===== src/rtl/slice_fetch_ctrl.sv =====
// rtl/slice_fetch_ctrl.sv - slice memory fetch sequencer for an 800x600 scan
//
// Samples the scan counters and, one cycle later, presents a registered fetch
// strobe plus slice select, column and in-slice row address for the four
// slice colour memories. A single running row/slice sequencer advances at
// every visible line end, so slice boundaries are contiguous.
//
// Ports:
//   clk              pixel clock
//   reset_n          synchronous active-low reset
//   enable           run control; low returns the block to idle
//   count_rgb        horizontal scan count, 0..H_TOTAL-1
//   reset_count_rgb  vertical scan count, 0..V_TOTAL-1
//   fetch_en         read strobe to the selected slice memory
//   slice_sel        selected slice memory
//   col_addr         column within the line (0 when not fetching)
//   row_addr         line within the current slice
//   line_start       pulse on column 0 of each visible line
//   frame_start      pulse on column 0 of line 0
//   sync_err         sticky horizontal counter discontinuity flag
//
// Optional feature macro: SYNC_CHECK_EN (horizontal count continuity checker;
// when undefined sync_err is tied low and the counts are trusted).

module slice_fetch_ctrl #(
  parameter int H_ACTIVE   = 800,
  parameter int H_TOTAL    = 1040,
  parameter int V_ACTIVE   = 600,
  parameter int V_TOTAL    = 666,
  parameter int SLICE_ROWS = 150,
  parameter int NUM_SLICES = 4
) (
  input  logic        clk,
  input  logic        reset_n,
  input  logic        enable,
  input  logic [10:0] count_rgb,
  input  logic [9:0]  reset_count_rgb,
  output logic        fetch_en,
  output logic [1:0]  slice_sel,
  output logic [9:0]  col_addr,
  output logic [7:0]  row_addr,
  output logic        line_start,
  output logic        frame_start,
  output logic        sync_err
);

  localparam logic [10:0] H_ACT_C    = 11'(H_ACTIVE);
  localparam logic [10:0] H_LAST     = 11'(H_TOTAL - 1);
  localparam logic [9:0]  V_LAST_VIS = 10'(V_ACTIVE - 1);
  localparam logic [9:0]  V_LAST     = 10'(V_TOTAL - 1);
  localparam logic [7:0]  ROW_LAST   = 8'(SLICE_ROWS - 1);
  localparam logic [1:0]  SLICE_LAST = 2'(NUM_SLICES - 1);

  typedef enum logic [1:0] {
    WAIT_FRAME,
    ACTIVE,
    HBLANK,
    VBLANK
  } state_t;

  state_t      state_q, state_d;
  logic        fetch_d, line_d, frame_d;
  logic [9:0]  col_d;
  logic [7:0]  row_d;
  logic [1:0]  slice_d;
  logic        mismatch;
  logic        at_origin, at_line_end;

  assign at_origin   = (count_rgb == 11'd0) && (reset_count_rgb == 10'd0);
  assign at_line_end = (count_rgb == H_LAST);

`ifdef SYNC_CHECK_EN
  logic [10:0] prev_count;
  logic [10:0] expect_count;
  logic        sync_err_q;

  // The horizontal count must step by one and wrap after H_TOTAL-1; only
  // checked once the block has locked onto a frame.
  assign expect_count = (prev_count == H_LAST) ? 11'd0 : prev_count + 11'd1;
  assign mismatch     = (state_q != WAIT_FRAME) && (count_rgb != expect_count);

  always_ff @(posedge clk) begin
    if (!reset_n) begin
      prev_count <= 11'd0;
      sync_err_q <= 1'b0;
    end else begin
      prev_count <= count_rgb;
      if (mismatch) sync_err_q <= 1'b1;
    end
  end

  assign sync_err = sync_err_q;
`else
  assign mismatch = 1'b0;
  assign sync_err = 1'b0;
`endif

  always_comb begin
    state_d = state_q;
    row_d   = row_addr;
    slice_d = slice_sel;

    case (state_q)
      WAIT_FRAME: begin
        if (at_origin) state_d = ACTIVE;
      end
      ACTIVE: begin
        if (count_rgb == H_ACT_C) state_d = HBLANK;
      end
      HBLANK: begin
        if (at_line_end) begin
          if (reset_count_rgb == V_LAST_VIS) begin
            state_d = VBLANK;
            row_d   = 8'd0;
            slice_d = 2'd0;
          end else begin
            state_d = ACTIVE;
            if (row_addr == ROW_LAST) begin
              row_d   = 8'd0;
              slice_d = (slice_sel == SLICE_LAST) ? 2'd0 : slice_sel + 2'd1;
            end else begin
              row_d = row_addr + 8'd1;
            end
          end
        end
      end
      VBLANK: begin
        if (at_line_end && (reset_count_rgb == V_LAST)) state_d = ACTIVE;
      end
      default: state_d = WAIT_FRAME;
    endcase

    // Dropping enable or losing counter sync abandons the frame; re-entry
    // waits for the next frame origin.
    if (!enable || mismatch) begin
      state_d = WAIT_FRAME;
      row_d   = 8'd0;
      slice_d = 2'd0;
    end

    fetch_d = enable && !mismatch &&
              (((state_q == WAIT_FRAME) && at_origin) ||
               ((state_q == ACTIVE) && (count_rgb < H_ACT_C)));
    line_d  = fetch_d && (count_rgb == 11'd0);
    frame_d = line_d && (reset_count_rgb == 10'd0);
    col_d   = fetch_d ? count_rgb[9:0] : 10'd0;
  end

  always_ff @(posedge clk) begin
    if (!reset_n) begin
      state_q     <= WAIT_FRAME;
      fetch_en    <= 1'b0;
      line_start  <= 1'b0;
      frame_start <= 1'b0;
      col_addr    <= 10'd0;
      row_addr    <= 8'd0;
      slice_sel   <= 2'd0;
    end else begin
      state_q     <= state_d;
      fetch_en    <= fetch_d;
      line_start  <= line_d;
      frame_start <= frame_d;
      col_addr    <= col_d;
      row_addr    <= row_d;
      slice_sel   <= slice_d;
    end
  end

endmodule


===== config.mk =====
export PLATFORM = sky130hd
export DESIGN_NAME = slice_fetch_ctrl
export DESIGN_NICKNAME = d
export VERILOG_FILES = /design/src/rtl/slice_fetch_ctrl.sv
export SDC_FILE = /design/constraint.sdc
export NUM_CORES = 1
export LEC_CHECK = 0
export BUFFER_PORTS_ARGS = -buffer_cell sky130_fd_sc_hd__clkbuf_2
export CORE_MARGIN = 3
export CORE_UTILIZATION = 48
export DETAILED_ROUTE_END_ITERATION = 6
export PLACE_DENSITY = 0.79
export SLEW_MARGIN = 25
export SYNTH_ARGS = -nofsm -noshare
export SYNTH_HDL_FRONTEND = slang
export SYNTH_SLANG_ARGS = --single-unit

===== constraint.sdc =====
create_clock -name clk -period 2.9 [get_ports clk]
set_clock_uncertainty 0.1 [all_clocks]
set_input_delay 0.435 -clock clk [delete_from_list [all_inputs] [get_ports clk]]
set_output_delay 0.435 -clock clk [all_outputs]
set_load 0.01 [all_outputs]

==> results_dict.tcl <==
set metrics [dict create \
    status "completed" \
    cts_sinks 25 \
    synth_nets 173 \
    fin_ws_ns 0.6340 \
    mostFrequentLayoutCell "clkbuf_2" \
    start_util_pct 53.85 \
    netlist_area_sq_mm 0.001260 \
    fin_area_sq_mm 0.001548 \
    grt_max_degree 16 \
    cts_buffer_depth 2 \
    required_ns 3.05 \
    slew_viol_final 0 \
    area_growth_syn_to_layout_pct 22.84 \
    h-tree-depth 1 \
    cts_tree "yes" \
    gp_congestion 0.8109 \
    critPathLaunchType "primary input" \
    die_y_microns 57.24 \
    crit_slowest_cell "or4_4" \
    post-route-min-period_ns 2.266 \
    max_freq_mhz 441.3 \
    synth-async-reset-ratio_pct 0 \
    holdPathStages 2 \
    grt_overflow 0 \
    drc 0 \
    ys_ff_latch 25 \
    wl_microns 2715 \
    power.switching_mw 0.1221 \
    endpoint_kind "flop" \
    ys_types 37 \
    critPathMaxStageDelay_ns 0.58 \
    ctsHoldBuffers 0 \
    wl_per_cell_microns 12.57 \
    p_comb_share_pct 6.2 \
    power_switching_share_pct 22.84 \
    rsz0062_at_grt "no" \
    dpl-instance-area_sq_mm 0.001518 \
    antenna_found_initial 0 \
    dpl.hpwl_microns 2205 \
    vias 1169 \
    post_cts_buffers 0 \
    clkLatencyLatePin_ns 0.32 \
    cts_resized 0 \
    fin_setup_tns_ns 0 \
    p_int_mw 0.4125 \
    finalCritPeriodShare_pct 78.14 \
    synth_edf_count 0 \
    grt_pass1_vias 1078 \
    coreArea_sq_mm 0.002340 \
    clk_pin_slew_ns 0.14 \
    fp.dieW_microns 57.24 \
    crit_chain "clkbuf_2 > or3_4 > or4_4 > or2_1 > or4b_1 > a21oi_1" \
    power_leakage_nw 0.6880 \
    setup_viol 0 \
    hold_viol 0 \
    cap_violations 0 \
    drive_above_1_share_pct 29.26 \
    pwr-share-clk_pct 29.6 \
    dp_slack_ns 0.3006 \
    cts_root_buf "clkbuf_4" \
    arrival_ns 2.41 \
    final_cell_mix "46 x clkbuf_2, 25 x dfxtp_1, 13 x and2_1" \
    ys.warnings.count 0 \
    ios 48 \
    num_antenna_cells 0 \
    cp_max_fo 4 \
    grt_pass1_wl_microns 4478 \
    synth_ff_type "dfxtp_1" \
    dieArea_sq_mm 0.003276 \
    critPathKind "primary input to flop" \
    numCtsBuffers 3 \
    r2r_cells 7 \
    initialDrtViolationCount 12 \
    nets 221 \
    hold_class "primary input to flop" \
    drtAntennaViolNets 0 \
    grt_usage_pct 17.01 \
    ir_drop_v 0.0003439 \
    dr.pass1.iters 4 \
    rows 17 \
    port_buffers 46 \
    via_per_inst 5.412 \
    seqPwrFrac_pct 64.3 \
    syn_area_per_cell_sq_um 8.936 \
    synthCells 141 \
    power_density_mw_per_mm2 345.4 \
    ys_seq_area_share_pct 39.72 \
]
==> Yosys cell counts, types with 4 or more instances <==
library cell	instances	share of area, %
nor3_1	9	3.6
nand2_1	7	2.1
clkbuf_1	4	1.2
nand3_1	5	2.0
and2_1	13	6.5
a21oi_1	8	3.2
nor2_1	5	1.5
dfxtp_1	25	40
nand3b_1	5	3.0
ha_1	8	7.9
inv_1	6	1.8
o21ai_0	10	4.0
==> flip-flops by register name, indices dropped and copies added, names as in the netlist <==
| register | flops |
|---|---|
| col_addr | 10 |
| fetch_en | 1 |
| row_addr | 8 |
| line_start | 1 |
| frame_start | 1 |
| slice_sel | 2 |
| state_q | 2 |
==> critical path, delay by kind of cell <==
| family | cells | cell delay [ns] |
|---|---|---|
| simple gates | 4 | 1.74 |
| compound gates | 1 | 0.16 |
| buf+inv | 1 | 0.09 |
==> power groups by stage <==
stage	sequential (mW)	clock (mW)	combinational (mW)
2_1_floorplan	0.351	0	0.0116
3_3_place_gp	0.351	0	0.0313
3_5_place_dp	0.351	0	0.0329
4_1_cts	0.344	0.163	0.0330
5_1_grt	0.344	0.176	0.0372
6_report	0.343	0.158	0.0329
==> per-stage QoR <==
stage                     hold WS (ns)  power [mW]  util, %  cells
after CTS                       0.2194      0.5393    66.15    216
final                           0.2208      0.5345    66.15    216
after floorplan                 0.3710      0.3626        -    141
after global routing            0.2203      0.5567    66.15    216
after global placement          0.3863      0.3823    64.87    212
after detailed placement        0.4051      0.3839    64.87    212
==> final cells by class <==
| cell class | instances | area, sq um |
|---|---|---|
| Timing Repair Buffer | 48 | 245.2 |
| Tap cell | 28 | 35.03 |
| Inverter | 6 | 22.52 |
| Clock inverter | 1 | 7.507 |
| Multi-Input combinational cell | 105 | 714.4 |
| Clock buffer | 3 | 22.52 |
| Sequential cell | 25 | 500.5 |
| Fill cell | 204 | 792.0 |
==> metal layers <==
| layer | track usage [%] | up-vias | part of all wire (%) |
|---|---|---|---|
| li1 | - | 603 | - |
| met1 | 21.39 | 529 | 45 |
| met2 | 28.38 | 31 | 49 |
| met3 | 4.525 | 6 | 4.8 |
| met4 | 5.298 | 0 | 0.92 |
| met5 | 0 | - | 0 |
==> final timing paths <==
check	to	slack, ns	start
min reg2reg	state_q[1]	0.42	state_q[1]
max reg2reg	slice_sel[1]	0.93	row_addr[0]
min	col_addr[4]	0.22	count_rgb[4]
max	slice_sel[1]	0.63	count_rgb[4]
==> kinds of logic (layout without fill, tap and decap cells) <==
logic type / after synthesis / count (layout) / synth area share (%)
muxes: 3 / 3 / 2.383
other: 1 / 1 / 0.2976
and+or+nand+nor: 69 / 69 / 34.96
adders and majority gates: 8 / 8 / 7.945
AOI/OAI and AO/OA: 24 / 24 / 11.12
buffers and inverters: 11 / 58 / 3.575
DFF: 25 / 25 / 39.72
Power figures use the tool's default switching activity.
